<file path="src/rtl/robs_pkg.sv">
// robs_pkg -- shared types, constants and helpers for the robs_divider
// signed sequential divider.
//   div_state_t : divider FSM states (IDLE, ITER, FIX, DONE)
//   ABS_W       : working width of the abs_u helper (operands must be < ABS_W bits)
//   DBZ_QUOT    : quotient pattern reported on divide by zero (all ones)
//   abs_u()     : unsigned magnitude of a sign-extended two's-complement value
package robs_pkg;

  typedef enum logic [1:0] {
    IDLE = 2'd0,
    ITER = 2'd1,
    FIX  = 2'd2,
    DONE = 2'd3
  } div_state_t;

  localparam int ABS_W = 64;

  // Callers truncate this to their own operand width.
  localparam logic [ABS_W-1:0] DBZ_QUOT = '1;

  // Magnitude of a signed value. The most-negative value maps to 2^(n-1),
  // which still fits once the caller truncates back to its unsigned width.
  function automatic logic [ABS_W-1:0] abs_u(input logic signed [ABS_W-1:0] v);
    return v[ABS_W-1] ? -v : v;
  endfunction

endpackage

</file>
<file path="src/rtl/div_addsub.sv">
// div_addsub -- (WIDTH+1)-bit add/subtract of the partial remainder and the
// zero-extended divisor magnitude. Purely combinational.
//   p   : partial remainder, two's complement, WIDTH+1 bits
//   m   : divisor magnitude, unsigned, WIDTH bits
//   sub : 1 -> p - m, 0 -> p + m
//   res : result, WIDTH+1 bits
module div_addsub #(
  parameter int WIDTH = 8
) (
  input  logic [WIDTH:0]   p,
  input  logic [WIDTH-1:0] m,
  input  logic             sub,
  output logic [WIDTH:0]   res
);

  logic [WIDTH:0] m_ext;

  assign m_ext = {1'b0, m};
  assign res   = sub ? (p - m_ext) : (p + m_ext);

endmodule

</file>
<file path="src/rtl/robs_divider.sv">
// robs_divider -- signed sequential integer divider (truncating toward zero).
// Non-restoring shift-subtract on operand magnitudes, then a sign-fix step.
// The remainder carries the dividend's sign and |remainder| < |divisor|.
//
// Ports:
//   clk         : rising-edge clock
//   reset       : asynchronous active-high reset, clears all state/outputs
//   start       : request, sampled only while idle
//   dividend    : signed dividend, captured at the start edge
//   divisor     : signed divisor, captured at the start edge
//   busy        : high from the start edge until done drops
//   done        : one-cycle pulse, results valid from this cycle
//   quotient    : signed quotient (held until the next result)
//   remainder   : signed remainder (held until the next result)
//   div_by_zero : set with done when the divisor was 0
//   ovf         : (only with ROBS_DIV_SAT_EN) pulsed with done when
//                 most-negative / -1 was saturated
//
// Build option: define ROBS_DIV_SAT_EN to saturate most-negative / -1 to the
// most-positive quotient and add the ovf port. Without it the quotient wraps
// to the most-negative value.
module robs_divider
  import robs_pkg::*;
#(
  parameter int WIDTH = 8
) (
  input  logic             clk,
  input  logic             reset,
  input  logic             start,
  input  logic [WIDTH-1:0] dividend,
  input  logic [WIDTH-1:0] divisor,
  output logic             busy,
  output logic             done,
  output logic [WIDTH-1:0] quotient,
  output logic [WIDTH-1:0] remainder,
`ifdef ROBS_DIV_SAT_EN
  output logic             ovf,
`endif
  output logic             div_by_zero
);

  localparam int CNT_W = $clog2(WIDTH + 1);

  div_state_t       state_q, state_d;
  logic [WIDTH:0]   p_q, p_d;          // partial remainder, signed
  logic [WIDTH-1:0] q_q, q_d;          // dividend magnitude -> quotient magnitude
  logic [WIDTH-1:0] m_q, m_d;          // divisor magnitude
  logic [CNT_W-1:0] cnt_q, cnt_d;
  logic             neg_dvd_q, neg_dvd_d;
  logic             neg_dvs_q, neg_dvs_d;
  logic [WIDTH-1:0] quot_q, quot_d;
  logic [WIDTH-1:0] rem_q, rem_d;
  logic             dbz_q, dbz_d;
`ifdef ROBS_DIV_SAT_EN
  logic             ovf_q, ovf_d;
`endif

  logic [WIDTH:0]   p_shift;
  logic [WIDTH:0]   as_p;
  logic             as_sub;
  logic [WIDTH:0]   as_res;
  logic [WIDTH:0]   p_fix;

  // Upper half of {P,Q} << 1.
  assign p_shift = {p_q[WIDTH-1:0], q_q[WIDTH-1]};

  // The single adder serves both the iteration step and the final restore.
  always_comb begin
    as_p   = p_shift;
    as_sub = ~p_q[WIDTH];
    if (state_q == FIX) begin
      as_p   = p_q;
      as_sub = 1'b0;
    end
  end

  div_addsub #(
    .WIDTH (WIDTH)
  ) u_addsub (
    .p   (as_p),
    .m   (m_q),
    .sub (as_sub),
    .res (as_res)
  );

  // A negative final partial remainder needs one add-back of M.
  assign p_fix = p_q[WIDTH] ? as_res : p_q;

  always_comb begin
    state_d   = state_q;
    p_d       = p_q;
    q_d       = q_q;
    m_d       = m_q;
    cnt_d     = cnt_q;
    neg_dvd_d = neg_dvd_q;
    neg_dvs_d = neg_dvs_q;
    quot_d    = quot_q;
    rem_d     = rem_q;
    dbz_d     = dbz_q;
`ifdef ROBS_DIV_SAT_EN
    ovf_d     = ovf_q;
`endif

    case (state_q)
      IDLE: begin
        if (start) begin
          q_d       = WIDTH'(abs_u(ABS_W'(signed'(dividend))));
          m_d       = WIDTH'(abs_u(ABS_W'(signed'(divisor))));
          p_d       = '0;
          neg_dvd_d = dividend[WIDTH-1];
          neg_dvs_d = divisor[WIDTH-1];
          cnt_d     = CNT_W'(WIDTH);
          dbz_d     = 1'b0;
          state_d   = (divisor == '0) ? FIX : ITER;
        end
      end

      ITER: begin
        p_d   = as_res;
        q_d   = {q_q[WIDTH-2:0], ~as_res[WIDTH]};
        cnt_d = cnt_q - CNT_W'(1);
        if (cnt_q == CNT_W'(1)) begin
          state_d = FIX;
        end
      end

      FIX: begin
        state_d = DONE;
        if (m_q == '0) begin
          // Q still holds |dividend|; re-applying the sign returns the
          // original dividend, including the most-negative value.
          quot_d = WIDTH'(DBZ_QUOT);
          rem_d  = neg_dvd_q ? -q_q : q_q;
          dbz_d  = 1'b1;
        end else begin
          p_d    = p_fix;
          quot_d = (neg_dvd_q ^ neg_dvs_q) ? -q_q : q_q;
          rem_d  = neg_dvd_q ? -p_fix[WIDTH-1:0] : p_fix[WIDTH-1:0];
`ifdef ROBS_DIV_SAT_EN
          // A same-sign quotient with the top magnitude bit set can only be
          // most-negative / -1.
          if (!(neg_dvd_q ^ neg_dvs_q) && q_q[WIDTH-1]) begin
            quot_d = {1'b0, {(WIDTH-1){1'b1}}};
            ovf_d  = 1'b1;
          end
`endif
        end
      end

      DONE: begin
        state_d = IDLE;
`ifdef ROBS_DIV_SAT_EN
        ovf_d   = 1'b0;
`endif
      end

      default: state_d = IDLE;
    endcase
  end

  always_ff @(posedge clk or posedge reset) begin
    if (reset) begin
      state_q   <= IDLE;
      p_q       <= '0;
      q_q       <= '0;
      m_q       <= '0;
      cnt_q     <= '0;
      neg_dvd_q <= 1'b0;
      neg_dvs_q <= 1'b0;
      quot_q    <= '0;
      rem_q     <= '0;
      dbz_q     <= 1'b0;
`ifdef ROBS_DIV_SAT_EN
      ovf_q     <= 1'b0;
`endif
    end else begin
      state_q   <= state_d;
      p_q       <= p_d;
      q_q       <= q_d;
      m_q       <= m_d;
      cnt_q     <= cnt_d;
      neg_dvd_q <= neg_dvd_d;
      neg_dvs_q <= neg_dvs_d;
      quot_q    <= quot_d;
      rem_q     <= rem_d;
      dbz_q     <= dbz_d;
`ifdef ROBS_DIV_SAT_EN
      ovf_q     <= ovf_d;
`endif
    end
  end

  assign busy        = (state_q != IDLE);
  assign done        = (state_q == DONE);
  assign quotient    = quot_q;
  assign remainder   = rem_q;
  assign div_by_zero = dbz_q;
`ifdef ROBS_DIV_SAT_EN
  assign ovf         = ovf_q;
`endif

endmodule

</file>
<file path="config.mk">
export PLATFORM = sky130hd
export DESIGN_NAME = robs_divider
export DESIGN_NICKNAME = d
export VERILOG_FILES = /design/src/rtl/robs_pkg.sv /design/src/rtl/div_addsub.sv /design/src/rtl/robs_divider.sv
export SDC_FILE = /design/constraint.sdc
export NUM_CORES = 1
export LEC_CHECK = 0
export ABC_AREA = 1
export CORE_MARGIN = 2
export CORE_UTILIZATION = 30
export DETAILED_ROUTE_END_ITERATION = 8
export SYNTH_ARGS = -nofsm -noshare
export SYNTH_HDL_FRONTEND = slang
export SYNTH_HIERARCHICAL = 1
export SYNTH_SLANG_ARGS = --single-unit
export TNS_END_PERCENT = 50
</file>
<file path="constraint.sdc">
create_clock -name clk -period 3.7 [get_ports clk]
set_input_delay 0.74 -clock clk [delete_from_list [all_inputs] [get_ports clk]]
set_output_delay 0.74 -clock clk [all_outputs]
set_load 0.03 [all_outputs]
</file>
==> impl_results.md <==
- Multi-input logic area: 2210 sq um
- Sequential Power Share: 0.229
- Internal: 2.08 mW
- VDD IR-drop max: about 400 uV
- Final Wtd Congestion: 0.904
- Final setup violation count: 0
- Clock Path Buffers: 2
- Multiplexer area fraction after synthesis: 0
- Crit path max fanout: 20
- Reg-to-Reg End: remainder[7]
- Pwr Density: 973 nW/um^2
- Synth Area in Simple Gates: 0.282
- # rows: 41
- Root buffer cell: clkbuf_16
- Crit path arrival time: 3.36 ns
- Largest family of logic cells by synthesized area: simple AND/OR/NAND/NOR gates
- Residual DRC count: 0
- I/O pin count: 38
- Adder-Cell Fraction of Synth Area: 0.0666
- XOR/XNOR Fraction of Synth Area: 0.0450
- Initial DRC count: 260
- Worst R2R Start: state_q[0]
- Post-Syn Instances: approximately 560
- Clk pwr share: 0.106
- CTS Buf Count: 5
- Post-CTS setup buffers: 0
- Overflow after GRT: 0
- Post-synthesis compound-gate area fraction: 0.178
- Initial antenna violation count: 0
- DIE AREA: 13,800 sq um
- Post-Route WL: 9870 um
- Area post-placement: 4390 sq um
- Syn avg cell area: 6.87 sq um
- Critical path class: flop to flop
- Core box area: 12,600 sq um
- Mean number of vias per cell: 4.89
- Largest net degree at the start of global routing: 29
- Post-CTS sizing: 0
- Crit end category: flop
- R2r setup slk: 0.56 ns
- Least-Margin Pin Slew: 0.753 ns
- Status: completed
- Unrepaired setup endpoints after global routing: no
- Hold Path Cell Cnt: 1
- Startpoint types: flop
- Most common library cell in the layout ignoring fill and taps: nand2_1
- Routed WL per cell: 12.9 um
- Syn Nets: around 600
- Top post-synthesis cells by area: dfrtp_1 (32%), nand2_1 (12%), inv_1 (7.2%)
- Ant diodes: 0
- CTS tree: done
- Min-delay src: quotient[6]
- Clock Pin Slew Worst Setup and Hold Paths: 0.07 ns
- FILL cells: 1,382
- Critical Path RT: 3.93 ns
- Yosys warning total: 6
- Reg2reg path depth: 22
- Slew Viols, Final: 0
- Port-buffer cells: 37
- Crit share post-route: 0.848
- #FFs+latches synth: 50
- HP Class: flop to flop
- Drt pass-1 iters: 8
- Post-synth top area cell: dfrtp_1
- Finished Cell Area: 4530 sq um
- Initial Utilization: 0.307
- Number of global-route vias before repair: ~3,700
- Slew margin rel.: 0.498
- Setup TNS Final: 0 ns
- ANT nets after route: 0
- Post-synth cell types: 40
- Most frequent cells in the layout: nand2_1 (126), inv_1 (73), nor2_1 (54)
- Seq/Total Area, Yosys: 0.323
- HPWL after DPL: 7570 um
- Combinational Power Share: 0.665
- Synth Cell Area: about 3900 sq um
- Total power: 4.41 mW
- First-pass GRT wire length: 16,900 um
- Via count: 3,748
- Max Clock Skew: 0.00674 ns
- Gr usage total: 0.146
- Die height: 118 um
- Fmax: 319 MHz
- Clock Sinks: 50
- Switching power: 2.34 mW
- Worst skew pair latency: 0.30 ns
- Layout area overhead: 17.1%
- Final min period: between 3 and 4 ns
- Pleak: approximately 2.2 nW
- Overall die width: roughly 120 um
- Final #Nets: 632
- FF+latch area: 1250 sq um
- Max Cap Viol: 0
- Share of cells above drive strength 1: 0.0774
- Post-CTS Hold Fix Bufs: 0
- Share of the synthesized area in the top cell type: 0.323
- Switch share: 0.529
- H-tree levels: 2
- Final Hold Violating Endpoints: 0
- Worst hold endpoint: quotient[6]
## worst max path at each step
stage / startpoint / to / depth (start not counted)
floorplan: state_q[0] / remainder[7] / 21
global placement: state_q[0] / remainder[7] / 23
detailed placement: state_q[0] / remainder[7] / 23
CTS: state_q[0] / remainder[7] / 22
global route: state_q[0] / remainder[7] / 22
finish: state_q[0] / remainder[7] / 22
## synthesized netlist by cell type
master,n
buf_4,1
inv_2,10
clkinv_1,1
o221ai_1,3
fa_1,1
o31ai_1,1
a31oi_1,3
nand3_1,41
a21oi_4,1
buf_6,2
nor3_2,1
nand2_2,12
buf_2,4
nor3_1,2
o21ai_2,1
nand2_4,2
clkbuf_1,9
ha_1,19
a21oi_2,2
nand2_1,126
o21ai_1,18
inv_1,74
nor2_4,2
xnor2_1,4
dfrtp_1,50
nand3_2,1
a22oi_1,2
nand3b_1,2
o22ai_1,7
nor2_1,54
nor2_2,2
o21bai_1,1
xor2_2,1
o22a_1,4
o211ai_1,3
nand4_1,5
o21ai_0,42
buf_1,1
a21oi_1,34
xor2_1,14
## area by class of cell
| type | instances | share of cell area |
|---|---|---|
| flip-flops and latches | 50 | 0.276 |
| clock inverters | 2 | 0.00304 |
| multi-input cells | 411 | 0.488 |
| inverters | 85 | 0.0704 |
| well taps | 172 | 0.0475 |
| repair buffers | 40 | 0.0867 |
| clock buffers | 6 | 0.0284 |
## power groups by stage
| stage | registers, mW | clock network, mW | logic, mW |
|---|---|---|---|
| 2_1_floorplan | 1.10 | 0 | 2.09 |
| 5_1_grt | 1.05 | 0.499 | 3.30 |
| 4_1_cts | 1.01 | 0.474 | 2.93 |
| 6_report | 1.01 | 0.469 | 2.93 |
| 3_5_place_dp | 1.02 | 0 | 2.91 |
| 3_3_place_gp | 1.01 | 0 | 2.87 |
## flip-flops by register name, indices dropped and copies added, names as in the netlist
name	flops
cnt_q	4
div_by_zero	1
m_q	8
neg_dvd_q	1
neg_dvs_q	1
p_q	9
q_q	8
quotient	8
remainder	8
state_q	2
## cell families after synthesis
group	after synthesis
xor gates and xnor gates	19
adders and majority gates	20
AOI/OAI and AO/OA	122
buffers and inverters	102
and+or+nand+nor	250
DFF	50
## stage by stage
stage | hold WS, ns | std cells | util | setup WS (ns)
floorplan | 0.505 | 563 | - | 0.694
global placement | 0.493 | 758 | 0.348 | 0.681
detailed placement | 0.498 | 758 | 0.348 | 0.592
CTS | 0.514 | 766 | 0.359 | 0.561
global route | 0.538 | 766 | 0.359 | 0.162
finish | 0.505 | 766 | 0.359 | 0.561
## metal layers
layer	global-route usage	wire length, um	up-vias	share of wire
met5	0	0	-	0
met4	0.0437	165	0	0.017
met3	0.0296	516	13	0.052
met2	0.253	4730	104	0.48
met1	0.185	4450	1743	0.45
li1	-	-	1888	-
## critical path: stages, from the launching register on
cell,delay [ns]
dfrtp_1,0.40
inv_1,0.10
ha_1,0.20
buf_4,0.25
nand2_1,0.07
o21ai_0,0.07
inv_1,0.06
ha_1,0.23
fa_1,0.41
nand3b_1,0.17
nand2_1,0.14
nand2_1,0.09
nand3_1,0.07
nand2_1,0.05
nand2_1,0.07
nand2_1,0.05
nand2_1,0.13
nor2_1,0.06
nand2_1,0.06
nand2_1,0.08
nand3_1,0.11
nand3_1,0.10
a21oi_2,0.12
Note: power is estimated with default switching activity, not from simulation.
